===== src/rtl/imem_fetch_unit.sv =====
// rtl/imem_fetch_unit.sv - instruction memory front end with a one-word fetch buffer
// One request in flight at a time; redirects drain stale responses, faults park InstrF on a NOP.
module imem_fetch_unit #(
   parameter logic [31:0] NOP_INSTR      = 32'h0000_0013,
   parameter int          TIMEOUT_CYCLES = 64
) (
   input  logic        clk,
   input  logic        reset,
   input  logic [31:0] PCF,
   input  logic        StallF,
   input  logic        FlushD,
   output logic [31:0] InstrF,
   output logic        FetchStall,
   output logic        FetchFault,
   output logic        imem_req_valid,
   output logic [31:0] imem_req_addr,
   input  logic        imem_req_ready,
   input  logic        imem_rsp_valid,
   input  logic [31:0] imem_rsp_data,
   input  logic        imem_rsp_err
);
   localparam int CW = $clog2(TIMEOUT_CYCLES) + 1;
   localparam logic [CW-1:0] TO_LAST = CW'(TIMEOUT_CYCLES - 1);
   localparam logic [CW-1:0] CNT_MAX = '1;

   typedef enum logic [2:0] {
      S_IDLE, S_REQ, S_WAIT, S_DRAIN, S_HOLD, S_FAULT
   } state_t;

   state_t        r_state;
   state_t        w_next_state;
   logic [31:0]   r_buf_data;
   logic [31:0]   r_buf_addr;
   logic [31:0]   r_req_addr;
   logic          r_buf_valid;
   logic [CW-1:0] r_cnt;
   logic          w_hit;
   logic          w_misaligned;
   logic          w_timeout;
   logic          w_accept;
   logic          w_load;

   assign w_hit        = r_buf_valid && (r_buf_addr == PCF);
   assign w_misaligned = (PCF[1:0] != 2'b00);
   assign w_timeout    = (r_cnt == TO_LAST);
   assign w_accept     = (r_state == S_REQ) && !w_misaligned && imem_req_ready;
   // A response that coincides with a redirect belongs to the old path and is dropped.
   assign w_load       = (r_state == S_WAIT) && imem_rsp_valid && !imem_rsp_err && !FlushD;

   always_ff @(posedge clk or posedge reset) begin
      if (reset) r_state <= S_IDLE;
      else       r_state <= w_next_state;
   end

   always_comb begin
      w_next_state = r_state;
      case (r_state)
         S_IDLE:  w_next_state = S_REQ;
         S_REQ: begin
            if (w_misaligned)        w_next_state = S_FAULT;
            else if (imem_req_ready) w_next_state = S_WAIT;
         end
         S_WAIT: begin
            if (imem_rsp_valid) begin
               if (FlushD)            w_next_state = S_REQ;
               else if (imem_rsp_err) w_next_state = S_FAULT;
               else                   w_next_state = S_HOLD;
            end
            else if (w_timeout)      w_next_state = S_FAULT;
            else if (FlushD)         w_next_state = S_DRAIN;
         end
         S_DRAIN: begin
            if (imem_rsp_valid)      w_next_state = S_REQ;
            else if (w_timeout)      w_next_state = S_FAULT;
         end
         S_HOLD: begin
            if (!w_hit || FlushD || !StallF) w_next_state = S_REQ;
         end
         S_FAULT: begin
            if (FlushD)              w_next_state = S_REQ;
         end
         default:                    w_next_state = S_IDLE;
      endcase
   end

   always_comb begin
      imem_req_valid = (r_state == S_REQ) && !w_misaligned;
      imem_req_addr  = imem_req_valid ? PCF : 32'h0;
      InstrF         = w_hit ? r_buf_data : NOP_INSTR;
      FetchStall     = !w_hit && (r_state != S_FAULT);
      FetchFault     = (r_state == S_FAULT);
   end

   always_ff @(posedge clk or posedge reset) begin
      if (reset) begin
         r_buf_data  <= '0;
         r_buf_addr  <= '0;
         r_buf_valid <= 1'b0;
         r_req_addr  <= '0;
         r_cnt       <= '0;
      end else begin
         if (w_accept) begin
            r_req_addr <= PCF;
            r_cnt      <= '0;
         end else if ((r_state == S_WAIT || r_state == S_DRAIN) && r_cnt != CNT_MAX) begin
            r_cnt <= r_cnt + 1'b1;
         end else if (r_state == S_FAULT && FlushD) begin
            r_cnt <= '0;
         end

         if (w_load) begin
            r_buf_data  <= imem_rsp_data;
            r_buf_addr  <= r_req_addr;
            r_buf_valid <= 1'b1;
         end else if (r_state == S_HOLD && w_next_state != S_HOLD) begin
            r_buf_valid <= 1'b0;
         end
      end
   end
endmodule


===== config.mk =====
export PLATFORM = sky130hd
export DESIGN_NAME = imem_fetch_unit
export DESIGN_NICKNAME = d
export VERILOG_FILES = /design/src/rtl/imem_fetch_unit.sv
export SDC_FILE = /design/constraint.sdc
export NUM_CORES = 1
export LEC_CHECK = 0
export ABC_CLOCK_PERIOD_IN_PS = 4000
export CORE_MARGIN = 2
export CORE_UTILIZATION = 49
export CTS_CLUSTER_SIZE = 40
export DETAILED_ROUTE_END_ITERATION = 12
export GPL_TIMING_DRIVEN = 0
export PLACE_DENSITY = 0.92
export SLEW_MARGIN = 25
export SYNTH_ARGS = -nofsm -noshare
export SYNTH_HDL_FRONTEND = slang
export SYNTH_SLANG_ARGS = --single-unit

===== constraint.sdc =====
create_clock -name clk -period 4 [get_ports clk]
set_input_delay 0.4 -clock clk [delete_from_list [all_inputs] [get_ports clk]]
set_output_delay 0.4 -clock clk [all_outputs]
set_load 0.01 [all_outputs]

Word-level counts from Yosys, hierarchy flattened --
Cells that the tools add are included. W data, S select, Z words.
Storage, ports and cells: register bits 107, bits in latches 0, bits in writable memories 0, bits in read-only memories 0, bits of input ports 71, output and inout bits 67, word-level logic and storage cells 58, memories kept 0
Operators by class: $add $sub $neg 1, multiply operators 0, divide/modulo/power cells 0, magnitude comparators 0, equal/unequal tests 10, shift-type cells 0, muxes and demuxes 19, bitwise gates (word level) 0, reduce and logical (&&, ||, !) cells 22
Operator list (number):
- $mux W32 | 2
- $eq A32 B32 Y1 | 1
- $mux W3 | 10
- $mux W7 | 3
- $pmux W3 S6 | 1
- $logic_and A1 B1 Y1 | 10
- $add A7 B1 Y7 const B | 1
- $eq A7 B6 Y1 const B | 1
- $ne A7 B7 Y1 const B | 1
- $eq A3 B2 Y1 const B | 2
- $eq A3 B3 Y1 const B | 2
- $ne A3 B3 Y1 const B | 2
- $logic_not A1 Y1 | 5
- $reduce_bool A2 Y1 | 2
- $eq A3 B1 Y1 const B | 1
- $logic_not A3 Y1 | 1
- $logic_or A1 B1 Y1 | 3
- $mux W1 | 3
- $reduce_bool A3 Y1 | 1

Depth between registers and ports, before layout --
word-level depth 11, gate-level depth with buffers 8, gate-level depth less buffers 5

Worst setup path before layout --
Ideal clock, no wire load.
path kind input-to-output, start in PCF[2], end out InstrF[22], arrival time 1.548 ns, data required time 3.600 ns, slack 2.052 ns, stages 7, path through xnor2_1 -> nand4_1 -> nor4_2 -> and3_1 -> buf_4 -> buf_2 -> and2_1
Between the ends: cells in the longest elaborated chain, start to end 3
RTL lines:
- start, declared | RTL line 9 | input logic [31:0] PCF,
- $eq A32 B32 Y1 | RTL line 43 | assign w_hit = r_buf_valid && (r_buf_addr == PCF);
- $logic_and A1 B1 Y1 | RTL line 43
- $mux W32 | RTL line 89 | InstrF = w_hit ? r_buf_data : NOP_INSTR;
- end, declared | RTL line 12 | output logic [31:0] InstrF,
Every way passes these cells.

Worst setup path in the final report --
start in PCF[27], end out InstrF[15]
Same word-level chain as after synthesis.

==> reports/results.tsv <==
metric	value	unit
htree_levels	3	
dp_hpwl	8800	um
max_cap_violations	0	
avgSynthCellArea	13.4	um^2
ctsResizeCount	0	
drc	0	
clkSinkCount	107	
tightest_slew	501	ps
crit_end	InstrF[15]	
seq_area_frac_synth	51.5	%
synthCells	387	
r2r_end	r_req_addr[21]$_DFFE_PP0P_	
firstDrtPassIters	6	
row_count	37	
wirelength	12000	um
slew_headroom	66.6	%
cts.clk_slew.worst_paths	120	ps
drt_iter0_markers	138	
synth_warnings	0	
cp_slowest_cell	clkdlybuf4s50_1	
yosysTopAreaCell	dfrtp_1	
hold_buffers	0	
die_area	11400	um^2
status	finished, final reports clean	
dpl_cell_area	6750	um^2
io_buffers	135	
fin_skew	15.9	ps
required	3600	ps
clk_latency	380	ps
crit-reg2reg-launch	r_state[1]$_DFF_PP0_	
min_period_over_period	81.9	%
synthMostInstantiatedCell	dfrtp_1	
antenna_left	0	
fmax	305	MHz
antenna_found_initial	0	
core	10300	um^2
worstPathCellList	clkdlybuf4s50_1 -> xnor2_1 -> nand4_1 -> nor3_1 -> and3_1 -> buf_4 -> buf_2 -> and2_1 -> clkdlybuf4s50_1	
gp_congestion	0.820	
num_antenna_cells	0	
fp.dieW	107	um
r2r_slack	2100	ps
postCtsSetupBuffers	0	
wl_per_cell	17.7	um
setup_tns	0	ps
r2r_cells	6	
vias	3507	
cp_slowest_stage_delay	540	ps
synth_ff_type	dfrtp_1	
ys_ff_latch	107	
cts_tree	done	
drive_gt1_share	25.4	%
crit_arrival	2870	ps
synth_edf_count	0	
grt_pass1_wl	19600	um
overflow	0	
grt_usage	22.0	%
syn_area	5190	um^2
first_global_vias	3729	
cts_inserted_buffers	9	
hp-class	primary input to asynchronous set/reset pin	
start_util	50.3	%
area_growth	33.6	%
worstSetupPathType	primary input to output pin	
die-height	107	um
setup_viol	0	
num-fill-cells	734	
hold_viol_final	0	
grt_max_degree	71	
cp_max_fo	10	
ys_top_cells_by_count	107 x dfrtp_1, 62 x and2_1, 49 x mux2_4	
routed_via_density	5.19	
drv_slew	0	
synth_cell_type_count	38	
netlist_top_cells_area	dfrtp_1 52%, mux2_4 14%, mux2_2 10%, and2_1 7.5%, xnor2_1 5.4%	
rsz0062_at_grt	no	
final_area	6940	um^2
endpoint_kind	output pin	
fin_nets	607	
crit_top_cell	clkdlybuf4s50_1	
synthArstFlopShare	100	%
crit_start	PCF[27]	
post-route-min-period	3270	ps
ios	138	
cp-start-kind	primary input	
vdd_drop_max	0.000215	V
cts_root_buffer	clkbuf_8	
clockBufferDepth	2	
p_per_area	413	nW/um^2
synth.top_cell.area_share	51.5	%
p_leak	0.00318	uW
[layout make-up]
type	count	area, um^2	area share [%]
clock inverter	7	66.3	0.955
multi-input combinational	257	2360	34.0
sequential	107	2680	38.6
buffer	22	156	2.25
inverter	2	12.5	0.180
tap	136	170	2.45
timing repair buffer	136	1380	19.9
clock buffer	9	124	1.78
[sequential cells by signal (all words and copies together) (netlist names)]
name,flops
r_buf_data,32
r_buf_valid,1
r_state,3
r_req_addr,32
r_cnt,7
r_buf_addr,32
[routing by layer]
layer  part of all wire [%]  global-route usage (%)  vias up
li1                       -                       -     1618
met1                     42                    28.3     1732
met2                     50                    37.4      137
met3                    6.4                    5.17       20
met4                    1.9                    6.12        0
met5                      0                       0        -
[layout by cell type (no fill, tap or decap), types with 2 or more instances in the layout]
cell             instances
mux2_2                  46
clkdlybuf4s50_1        135
nand3_1                  6
conb_1                   2
buf_2                    8
nand4_1                  8
o21ai_0                  5
inv_8                    3
clkbuf_8                 9
xor2_1                   2
and3_1                   3
clkinvlp_4               2
nor3_1                   3
and2_1                  62
nor2_1                   8
dfrtp_1                107
buf_4                    3
buf_6                    7
o31ai_1                  3
a22o_1                   2
a31o_2                   2
inv_6                    3
clkbuf_1                 4
nand2_1                  4
nand2b_1                 5
xnor2_1                 32
mux2_4                  49
[worst max-delay path, delay by kind of cell]
kind / cells / cell delay, ps
xor+xnor: 1 / 140
buf+inv: 4 / 1420
simple gates: 4 / 910
[worst min path at each step]
stage	slack, ps	end	start	cells after the start
6_report	390	r_buf_addr[26]$_DFFE_PP0P_	reset	2
5_1_grt	400	r_buf_data[6]$_DFFE_PP0P_	reset	2
3_3_place_gp	470	r_req_addr[1]$_DFFE_PP0P_	r_req_addr[1]$_DFFE_PP0P_	1
2_1_floorplan	450	r_req_addr[0]$_DFFE_PP0P_	r_req_addr[0]$_DFFE_PP0P_	1
3_5_place_dp	480	r_req_addr[0]$_DFFE_PP0P_	r_req_addr[0]$_DFFE_PP0P_	1
4_1_cts	400	r_buf_addr[26]$_DFFE_PP0P_	reset	2
[cell families (layout without fill, tap and decap cells)]
logic type                 after synthesis  after routing  synth area share (%)
DFF                                    107            107                  51.5
and+or+nand+nor                        106            106                  12.3
muxes                                   95             95                  24.1
xor gates and xnor gates                34             34                  5.73
buffers and inverters                   24            176                  3.16
AOI/OAI and AO/OA                       19             19                  2.82
adders and majority gates                1              1                 0.241
other                                    1              2                0.0722
[through the flow]
stage	std cells	hold WS, ps	utilization (%)	power (uW)	worst slack (ps)
after detailed placement	660	479	65.4	2240	738
after floorplan	388	454	-	1920	783
after global placement	659	469	65.1	2170	-563
final	676	387	67.3	2870	725
after CTS	676	396	67.3	2890	734
after global routing	676	396	67.3	3020	638
[power by group]
part	internal [uW]	switching [uW]	total, uW	leakage, uW
registers	1320	152	1480	0.00142
logic	460	282	741	0.00167
clock network	244	408	652	0.0000922
No activity file was read; power rests on OpenSTA's default activity.
